`src/rtl/branch_pc_unit_if.sv`:
```
// rtl/branch_pc_unit_if.sv - decode-side request and fetch-side status bundle for branch_pc_unit
interface branch_pc_unit_if #(
  parameter int AW        = 8,
  parameter int DW        = 8,
  parameter int RAS_DEPTH = 4
);
  localparam int CW = $clog2(RAS_DEPTH + 1);

  logic          valid;
  logic          stall;
  logic [4:0]    opcode;
  logic [DW-1:0] cond;
  logic [AW-1:0] imm_tgt;
  logic [AW-1:0] reg_tgt;
  logic [AW-1:0] pc;
  logic          taken;
  logic          flush;
  logic          ras_err;
  logic [CW-1:0] ras_cnt;

  modport master (
    output valid, stall, opcode, cond, imm_tgt, reg_tgt,
    input  pc, taken, flush, ras_err, ras_cnt
  );

  modport slave (
    input  valid, stall, opcode, cond, imm_tgt, reg_tgt,
    output pc, taken, flush, ras_err, ras_cnt
  );
endinterface

```
`src/rtl/branch_pc_unit.sv`:
```
// rtl/branch_pc_unit.sv - registered fetch PC with branch resolution and a return-address stack
module branch_pc_unit #(
  parameter int            AW        = 8,
  parameter int            DW        = 8,
  parameter int            RAS_DEPTH = 4,
  parameter logic [AW-1:0] RESET_PC  = '0
) (
  input logic             clk,
  input logic             rst,
  branch_pc_unit_if.slave bus
);
  localparam int CW = $clog2(RAS_DEPTH + 1);
  localparam int IW = (RAS_DEPTH > 1) ? $clog2(RAS_DEPTH) : 1;

  localparam logic [4:0] OP_BNE  = 5'b10011;
  localparam logic [4:0] OP_BE   = 5'b10100;
  localparam logic [4:0] OP_BNER = 5'b10101;
  localparam logic [4:0] OP_BER  = 5'b10110;
  localparam logic [4:0] OP_J    = 5'b10111;
  localparam logic [4:0] OP_JR   = 5'b11000;
  localparam logic [4:0] OP_CALL = 5'b11001;
  localparam logic [4:0] OP_RET  = 5'b11010;

  logic [AW-1:0] pc_q;
  logic          taken_q;
  logic          flush_q;
  logic          err_q;
  logic [CW-1:0] cnt_q;
  logic [AW-1:0] ras_mem [0:(1<<IW)-1];

  logic [DW-1:0] cond_v;
  logic          cond_nz;
  logic [AW-1:0] pc_inc;
  logic [AW-1:0] target;
  logic [AW-1:0] ras_top;
  logic          ras_full;
  logic          ras_empty;
  logic          redirect;
  logic          push;
  logic          pop;
  logic          err_set;
  logic [IW-1:0] push_idx;
  logic [IW-1:0] top_idx;

  assign cond_v    = bus.cond;
  assign cond_nz   = |cond_v;
  assign pc_inc    = pc_q + AW'(1);
  assign ras_full  = (cnt_q == CW'(RAS_DEPTH));
  assign ras_empty = (cnt_q == '0);
  assign push_idx  = IW'(cnt_q);
  assign top_idx   = IW'(cnt_q - CW'(1));
  assign ras_top   = ras_mem[top_idx];

  always_comb begin
    redirect = 1'b0;
    target   = pc_inc;
    push     = 1'b0;
    pop      = 1'b0;
    err_set  = 1'b0;
    if (bus.valid) begin
      case (bus.opcode)
        OP_BNE:  begin redirect = cond_nz;  target = bus.imm_tgt; end
        OP_BE:   begin redirect = !cond_nz; target = bus.imm_tgt; end
        OP_BNER: begin redirect = cond_nz;  target = bus.reg_tgt; end
        OP_BER:  begin redirect = !cond_nz; target = bus.reg_tgt; end
        OP_J:    begin redirect = 1'b1;     target = bus.imm_tgt; end
        OP_JR:   begin redirect = 1'b1;     target = bus.reg_tgt; end
        OP_CALL: begin
          // A full stack still takes the jump; only the return address is lost.
          redirect = 1'b1;
          target   = bus.imm_tgt;
          push     = !ras_full;
          err_set  = ras_full;
        end
        OP_RET: begin
          redirect = !ras_empty;
          pop      = !ras_empty;
          err_set  = ras_empty;
          target   = ras_top;
        end
        default: ;
      endcase
    end
  end

  always_ff @(posedge clk) begin
    if (rst) begin
      pc_q    <= RESET_PC;
      taken_q <= 1'b0;
      flush_q <= 1'b0;
      err_q   <= 1'b0;
      cnt_q   <= '0;
    end else if (bus.stall) begin
      taken_q <= 1'b0;
      flush_q <= 1'b0;
    end else begin
      pc_q    <= redirect ? target : pc_inc;
      taken_q <= redirect;
      flush_q <= redirect;
      if (err_set) err_q <= 1'b1;
      if (push)     cnt_q <= cnt_q + CW'(1);
      else if (pop) cnt_q <= cnt_q - CW'(1);
    end
  end

  // Stack contents need no reset; occupancy alone decides what is live.
  always_ff @(posedge clk) begin
    if (!rst && !bus.stall && push) ras_mem[push_idx] <= pc_inc;
  end

  assign bus.pc      = pc_q;
  assign bus.taken   = taken_q;
  assign bus.flush   = flush_q;
  assign bus.ras_err = err_q;
  assign bus.ras_cnt = cnt_q;
endmodule

```
`src/flat_wrapper.sv`:
```
// flat-port wrapper written by rule: the top's interface ports become plain ports
module branch_pc_unit_flat 
#(
  parameter int            AW        = 8,
  parameter int            DW        = 8,
  parameter int            RAS_DEPTH = 4,
  parameter logic [AW-1:0] RESET_PC  = '0
)
  (clk, rst, bus_valid, bus_stall, bus_opcode, bus_cond, bus_imm_tgt, bus_reg_tgt, bus_pc, bus_taken, bus_flush, bus_ras_err, bus_ras_cnt);
  branch_pc_unit_if #(.AW(AW), .DW(DW), .RAS_DEPTH(RAS_DEPTH)) bus_i ();
  input logic clk;
  input logic rst;
  input wire logic [$bits(bus_i.valid)-1:0] bus_valid;
  input wire logic [$bits(bus_i.stall)-1:0] bus_stall;
  input wire logic [$bits(bus_i.opcode)-1:0] bus_opcode;
  input wire logic [$bits(bus_i.cond)-1:0] bus_cond;
  input wire logic [$bits(bus_i.imm_tgt)-1:0] bus_imm_tgt;
  input wire logic [$bits(bus_i.reg_tgt)-1:0] bus_reg_tgt;
  output wire logic [$bits(bus_i.pc)-1:0] bus_pc;
  output wire logic [$bits(bus_i.taken)-1:0] bus_taken;
  output wire logic [$bits(bus_i.flush)-1:0] bus_flush;
  output wire logic [$bits(bus_i.ras_err)-1:0] bus_ras_err;
  output wire logic [$bits(bus_i.ras_cnt)-1:0] bus_ras_cnt;
  assign bus_i.valid = bus_valid;
  assign bus_i.stall = bus_stall;
  assign bus_i.opcode = bus_opcode;
  assign bus_i.cond = bus_cond;
  assign bus_i.imm_tgt = bus_imm_tgt;
  assign bus_i.reg_tgt = bus_reg_tgt;
  assign bus_pc = bus_i.pc;
  assign bus_taken = bus_i.taken;
  assign bus_flush = bus_i.flush;
  assign bus_ras_err = bus_i.ras_err;
  assign bus_ras_cnt = bus_i.ras_cnt;
  branch_pc_unit #(.AW(AW), .DW(DW), .RAS_DEPTH(RAS_DEPTH), .RESET_PC(RESET_PC)) u_core (.clk(clk), .rst(rst), .bus(bus_i));
endmodule
```
`config.mk`:
```
export PLATFORM = sky130hd
export DESIGN_NAME = branch_pc_unit_flat
export DESIGN_NICKNAME = d
export VERILOG_FILES = /design/src/rtl/branch_pc_unit_if.sv /design/src/rtl/branch_pc_unit.sv /design/src/flat_wrapper.sv
export SDC_FILE = /design/constraint.sdc
export NUM_CORES = 1
export LEC_CHECK = 0
export ABC_AREA = 1
export CAP_MARGIN = 10
export CORE_AREA = 3 3 75 77
export DETAILED_ROUTE_END_ITERATION = 8
export DIE_AREA = 0 0 78 80
export PLACE_DENSITY = 0.76
export SYNTH_ARGS = -nofsm -noshare
export SYNTH_HDL_FRONTEND = slang
export SYNTH_SLANG_ARGS = --single-unit
export TNS_END_PERCENT = 1
```
`constraint.sdc`:
```
create_clock -name clk -period 3.45 [get_ports clk]
set_input_delay 1.035 -clock clk [delete_from_list [all_inputs] [get_ports clk]]
set_output_delay 1.035 -clock clk [all_outputs]
set_load 0.03 [all_outputs]
```
==> impl_summary.md, run 1 <==
Outcome
The run finished with clean final reports.

CTS
The number of levels in the clock H-tree is 2. Gates resized during post-CTS repair numbered 0. The clock root buffer master is clkbuf_8. The number of buffers added by the clock tree synthesis step is 5. The maximum number of buffers from clock root to sink is 2. TritonCTS built the clock tree. The number of clock sinks seen by CTS is 45.

Once the clock tree was built, the setup fixing pass inserted 0 buffers. The clock-pin slew reported for the worst setup and hold paths after clock tree synthesis is 0.08 ns. For this design, the CTS-stage hold fixing added 0 buffers.

The clock insertion delay at the later pin of the skew report is about 0.29 ns.

Place
At the placement stage, the worst setup path has a slack of 0.641 ns. The placement-stage cell area is 3080 µm². Buffers placed on the I/O ports in this run total 46. The HPWL after detailed placement is 4.49 mm.

At the end of routability-driven placement, the weighted congestion stood at 0.835.

Setup path
At the worst endpoint, the arrival time is 1.61 ns. Walking the worst path, the cells encountered are clkdlybuf4s50_1. In this run the worst setup path begins at u_core.bus.ras_cnt[0]. Along the worst path, the maximum fanout reaches 10.

STA classifies the critical path startpoint as a register. The count of buffering cells on the critical path with inverters included is 1. On the critical path, the stage with the largest delay is an instance of clkdlybuf4s50_1. The maximum cell stage delay along the critical path is approximately 0.75 ns.

The critical path start-end classification is reg -> out. The startpoint identified for the worst register-to-register timing path is u_core.bus.ras_cnt[0]. At the worst endpoint, the required time is between 2 and 2.5 ns.

The element type at the critical path end is a primary output. On the critical path the largest part of the delay comes from buffers and inverters.

Synthesis
The gate count after technology mapping is 315. After synthesis, flip-flops and latches occupy 48.7% of the total area. After synthesis, the share of flip-flops with an asynchronous set or reset is 0%. In this run the mean area of a mapped cell was 7.96 µm². In the synthesized netlist the dominant register cell turns out to be edfxtp_1. The post-synthesis instance area is around 2500 µm². The net count of the mapped netlist is 354. Counting flops with a built-in enable in the synthesized netlist gives 32. In this run, distinct cell masters in the synthesized netlist total 28. The total number of yosys warnings is 0. In this run, synthesis produced a sequential element count of 45.

Floorplan
After floorplanning, the core was divided into 26 placement rows. The height of the die is 80 µm. The die outline width is 78 µm. The number of ports placed on the die boundary is 47. The die covers around 6200 µm². Once the floorplan was initialized, standard cells occupied 49.4% of the core. After floorplanning, the core was sized to cover around 5100 µm².

Pwr
The logic gate share of total power is between 10 and 15%. The static leakage is 1.39 nW. Sequential cells burn 53.4% of the power. The ratio of total power to cell area is 347 nW/µm². Summing internal, switching and leakage power gives 0.00111 W. The fraction of power spent switching nets is 22.3%.

The internal power of the cells totals 0.000860 W. Of the total power, the clock network draws 34.3%. The net switching power figure is 0.000246 W. IR analysis of the VDD net gives a maximum drop of 0.309 mV.

Timing
The worst-case setup margin in the final layout is 0.808 ns. Setup repair after global routing left no endpoint under its margin. The clock period minus worst slack is roughly 2.6 ns.

The highest clock frequency the design can meet is 379 MHz. At the pin with the least slew margin, the transition time is 0.492 ns. The count of endpoints failing hold in the final timing report was 0. In this run the tightest slew margin relative to its limit is about 67%. Setup violations remaining at the end of the flow were counted as 0.

After routing, the total negative slack on setup checks comes to 0 ns. On the final layout, the worst clock skew is 0.00860 ns. Dividing the final minimum period by the clock period gives 76.6%. The number of pins exceeding their max-slew limit in the final report is 0.

Global route
The residual overflow from global routing is 0. The number of global-route vias before repair is 2096. The all-layer global routing usage is about a fifth. The first-pass GRT wire length is 10.0 mm.

Entering global routing, the biggest net connects 19 pins. The initial antenna violation count is 0.

Cells and area
The relative area change from synthesis to final layout is 27.2%. The fraction of the core area covered by cells at the end of the flow is 62.8%. The final instance area is 3190 µm². The repair_antennas step left the layout with diodes totalling 0. In the final design database the tool counted 411 nets. The share of layout cells above drive strength 1 is 9.92%.

Worst hold path
The worst hold path belongs to the class reg -> reg. The source of the worst hold timing path is u_core.bus.ras_err.

Route
Wires add up to 6.12 mm. The number of iterations in the first detailed-routing pass is 4. The post-detailed-route DRC marker count is 0. The post-route antenna net violation count is 0. In the routed layout, each cell is associated on average with a via count of 4.78. The detailed-route via count is around 2100.

The mean routed wirelength per cell is 13.8 µm. The violation count after the first detailed-route iteration is 115.

Flow run
The tool flagged a number of max-cap violations equal to 0.
metrics by stage:
| stage | std cells | hold slack, ns |
|---|---|---|
| 6_report | 443 | 0.478 |
| 5_1_grt | 443 | 0.534 |
| 4_1_cts | 443 | 0.482 |
| 3_5_place_dp | 435 | 0.462 |
| 3_3_place_gp | 435 | 0.457 |
| 2_1_floorplan | 315 | 0.597 |
cells in the mapped netlist, types with 4 or more instances:
cell       n  area, µm²
dfxtp_1   13        260
o21ai_1    4       20.0
nand2_1   91        342
inv_1     38        143
o21ai_0   12       60.1
inv_2      6       22.5
nor2_1    40        150
xor2_1     6       52.6
ha_1       6       75.1
nand3_1   29        145
nor2_2     4       25.0
edfxtp_1  32        961
a21oi_1   11       55.1
flip-flops by register name, summed over array words and instances, names as in the netlist:
name,count
u_core.bus.pc,8
u_core.bus.ras_cnt,3
u_core.bus.ras_err,1
u_core.bus.taken,1
u_core.ras_mem,32
area by class of cell:
cell class,instances,area (µm²)
Sequential cell,45,1220
Timing Repair Buffer,58,551
Inverter,44,165
Clock buffer,6,72.6
Fill cell,461,1890
Multi-Input combinational cell,218,1060
Clock inverter,2,33.8
Tap cell,70,87.6
path summary, 6_finish.rpt:
check                        to  slack (ns)  cells past startpoint
min reg2reg  u_core.bus.ras_err        0.48                      2
max reg2reg    u_core.bus.pc[1]        1.30                     11
max              bus_ras_cnt[0]        0.81                      1
min          u_core.bus.ras_err        0.48                      2
power by group through the flow:
stage	clock network [W]	registers, W	logic (W)
finish	0.000379	0.000590	0.000136
global route	0.000412	0.000591	0.000150
CTS	0.000383	0.000590	0.000137
detailed placement	0	0.000602	0.000136
global placement	0	0.000602	0.000134
floorplan	0	0.000610	0.0000613
metal layers:
layer / share of wire (%) / wire length [µm] / GRT usage, %
met5: 0 / 0 / 0
met4: 0.77 / 47 / 4.90
met3: 4.9 / 297 / 3.61
met2: 52 / 3160 / 36.4
met1: 43 / 2620 / 26.6
cell families (layout without fill, tap and decap cells):
kind of cell / count (synthesis) / count (layout) / share of synthesized area [%]
compound gates: 32 / 32 / 7.59
xor+xnor: 8 / 8 / 2.80
fa+ha+maj: 6 / 6 / 3.00
buf+inv: 52 / 110 / 9.14
flops: 45 / 45 / 48.7
simple gates: 172 / 172 / 28.8
layout by cell type, fill, tap and decap left out, drive strengths merged:
| cell type | n |
|---|---|
| nand2 | 94 |
| clkdlybuf4s50 | 46 |
| nor2 | 45 |
| inv | 44 |
| edfxtp | 32 |
| nand3 | 30 |
| o21ai | 17 |
| dfxtp | 13 |
| a21oi | 13 |
| buf | 12 |
| xor2 | 6 |
| ha | 6 |
| clkbuf | 6 |
| nand4 | 2 |
| xnor2 | 2 |
| or2 | 1 |
| o31ai | 1 |
| a31oi | 1 |
| bufinv | 1 |
| clkinv | 1 |
Power figures use the tool's default switching activity.
==> run 2, diff against run 1 <==
- clock period: 3.45 -> 2.7 ns (I/O delays scaled with it)
==> run 2 against run 1 <==
Against the previous run:
- wire length is 7.4% higher
- worst hold slack got worse by 0.0024 ns
- utilization grew 0.27 points
- cell count grew 0.90%
- highest routed layer unchanged
==> impl_summary.md, run 2 (synthesis gave the netlist of run 1 again) <==
Route
Once detail routing completed, the nets flagged for antenna violations numbered 0. In this run, the number of DRC markers left after iteration 0 of detailed routing was 143. The detailed router placed 2275 vias in this run.

After detailed routing, the number of remaining DRC violations is 0. The aggregate routed wire length is 6.57 mm. The first TritonRoute pass finished after 5 iterations. The mean routed wirelength per cell is 14.7 µm. The via-per-instance ratio is around 5.

CTS
In this run, CTS created clock tree buffers numbering 5. Counting along the longest clock path gives a buffer depth of 2. Hold repair after CTS inserted 0 buffers.

The clock-pin slew reported for the worst setup and hold paths after clock tree synthesis is about 0.090 ns. The clock root buffer master is clkbuf_8. TritonCTS built the clock tree.

The number of clock sinks seen by CTS is between 40 and 50. The number of gates resized after CTS was 0. The H-tree was split into 2 levels.

In this run the post-CTS setup repair buffer count came out at 0. Clock latency on the worst-skew pair, taken at its later pin, is 0.31 ns.

Place
The pre-CTS setup slack is 0.0663 ns. The placer's final routability congestion estimate is 0.864. The count of buffers added on input and output ports is 46. The HPWL after detailed placement is roughly 4.8 mm. Including well taps, the total number of placed cells is around 440.

Floorplan
The site row count is 26. The initial utilization of the core area, before any placement, comes to 49.4%. The area of the die is 6240 µm². The height of the die is 80 µm. In this run the count of I/O pins placed on the die edge is 47. The die outline width is about 78 µm. The core area is approximately 5100 µm².

Pwr
Summed over all cells, the static leakage comes to 1.40 nW. The fraction of power spent switching nets is 26.1%. The internal power contribution is 0.00101 W. The share of power burned in the clock network is a little under a third. The ratio of total power to cell area is approximately 430 nW/µm². Sequential cells account for between 50% and 60% of the total power. The highest ir drop seen on vdd is 0.374 mV. The analysis attributes to net switching a power of 0.000357 W. The logic gate share of total power is 13.3%.

Global route
The first global-routing pass estimated 10.6 mm of wire. Entering global routing, the biggest net connects 21 pins. The residual overflow from global routing is 0.

The all-layer global routing usage is 22.3%. The number of global-route vias before repair is 2151. The initial antenna violation count is 0.

Timing
The tightest hold path in the finished design has a slack of 0.476 ns. The highest clock frequency the design can meet is 430 MHz. The sum of negative setup slack is 0 ns.

Measured against its own limit, the worst slew margin works out to 51.7%. The number of pins exceeding their max-slew limit in the final report is 0. The total of endpoints with negative setup slack in the final report is 0.

Once routing completed, OpenROAD measured the worst setup slack at 0.375 ns. For the pin with the worst max-slew slack, the measured transition is around 0.72 ns. The count of endpoints failing hold in the final timing report came to 0. Setup repair after global routing left no endpoint under its margin. The worst clock skew is 0.0120 ns. In the finished design, the share of the clock period the worst path needs comes to a little under nine tenths. The routed design could run at a clock period as short as 2.33 ns.

Setup path
Data on the critical path arrives at its endpoint at 2.52 ns. The worst setup path is captured at a register. The worst setup path is launched from an input pin.

The critical path start-end classification is in -> reg. The setup check on the worst reg-to-reg path leaves a slack of 0.78 ns. The critical path required time is between 2 and 3 ns. Of all nets on the critical path, the largest fanout is 7.

Cells and area
In the layout the commonest cells are nand2_1 (91), clkdlybuf4s50_1 (46), nor2_1 (40), inv_1 (38), edfxtp_1 (32). The number of fillers in the final layout is 476. 0 antenna diodes ended up in the layout. The register with the most flip-flops in the layout has 32 of them. Cells fill 63.1% of the core in the end.

The share of layout cells above drive strength 1 is ~11%. Relative to the synthesized area, the layout overhead comes to 27.7%. The final layout contains approximately 420 nets. The top register by number of flip-flops is u_core.ras_mem.

The most common library cell in the layout ignoring fill and taps is nand2_1. For this run, the number of standard cells in the final layout without fillers is ~450.

Flow run
The count of maximum capacitance violations is 0.

Worst hold path
The path type of the worst min-delay path is reg -> reg.

Outcome
The flow ran to the end, and the final reports show no timing, DRC or antenna violations.
## run 2: changes by cell type in the layout (fill, tap and decap cells not counted)
cell and change:
buf_4 +4, clkbuf_1 -1, inv_6 +1, clkinv_1 -1, clkinvlp_4 +1, clkinv_2 +1
bufinv_16 -1
## run 2: stage by stage
step	cell area, µm²	total power [W]
3_3_place_gp	3110	0.000946
3_5_place_dp	3110	0.000950
6_report	3200	0.00137
2_1_floorplan	2510	0.000858
5_1_grt	3200	0.00142
4_1_cts	3200	0.00137
## run 2: path summary, 6_finish.rpt
path,from,to,depth (start not counted)
worst max-delay path,bus_opcode[2],u_core.bus.pc[4],10
worst min-delay path,u_core.bus.ras_err,u_core.bus.ras_err,2
worst max register to register,u_core.bus.ras_cnt[1],u_core.bus.pc[1],12
worst min register to register,u_core.bus.ras_err,u_core.bus.ras_err,2
## run 2: cell type report
| type | instances | area [µm²] | share of cell area [%] |
|---|---|---|---|
| Clock inverter | 3 | 21.3 | 0.665 |
| Multi-Input combinational cell | 218 | 1060 | 33.0 |
| Timing Repair Buffer | 62 | 581 | 18.1 |
| Tap cell | 70 | 87.6 | 2.74 |
| Inverter | 44 | 165 | 5.16 |
| Sequential cell | 45 | 1220 | 38.2 |
| Clock buffer | 5 | 68.8 | 2.15 |
## run 2: critical path, stage by stage
cell	delay, ns
clkdlybuf4s50_1	0.55
inv_1	0.08
nand4_1	0.21
nand3_1	0.14
nand2_1	0.33
nor2_1	0.08
nor2_1	0.12
nand2_1	0.06
nand3_1	0.08
nand2_1	0.05
## run 2: power by group through the flow
stage / combinational [W] / clock (W) / sequential, W
2_1_floorplan: 0.0000784 / 0 / 0.000780
3_5_place_dp: 0.000180 / 0 / 0.000770
3_3_place_gp: 0.000177 / 0 / 0.000770
6_report: 0.000182 / 0.000432 / 0.000754
4_1_cts: 0.000182 / 0.000436 / 0.000754
5_1_grt: 0.000200 / 0.000468 / 0.000756
## run 2: layer usage
metal / global-route usage [%] / share of wire (%)
met4: 7.69 / 2.1
met2: 36.0 / 48
met5: 0 / 0
met3: 5.76 / 8.0
met1: 29.0 / 42
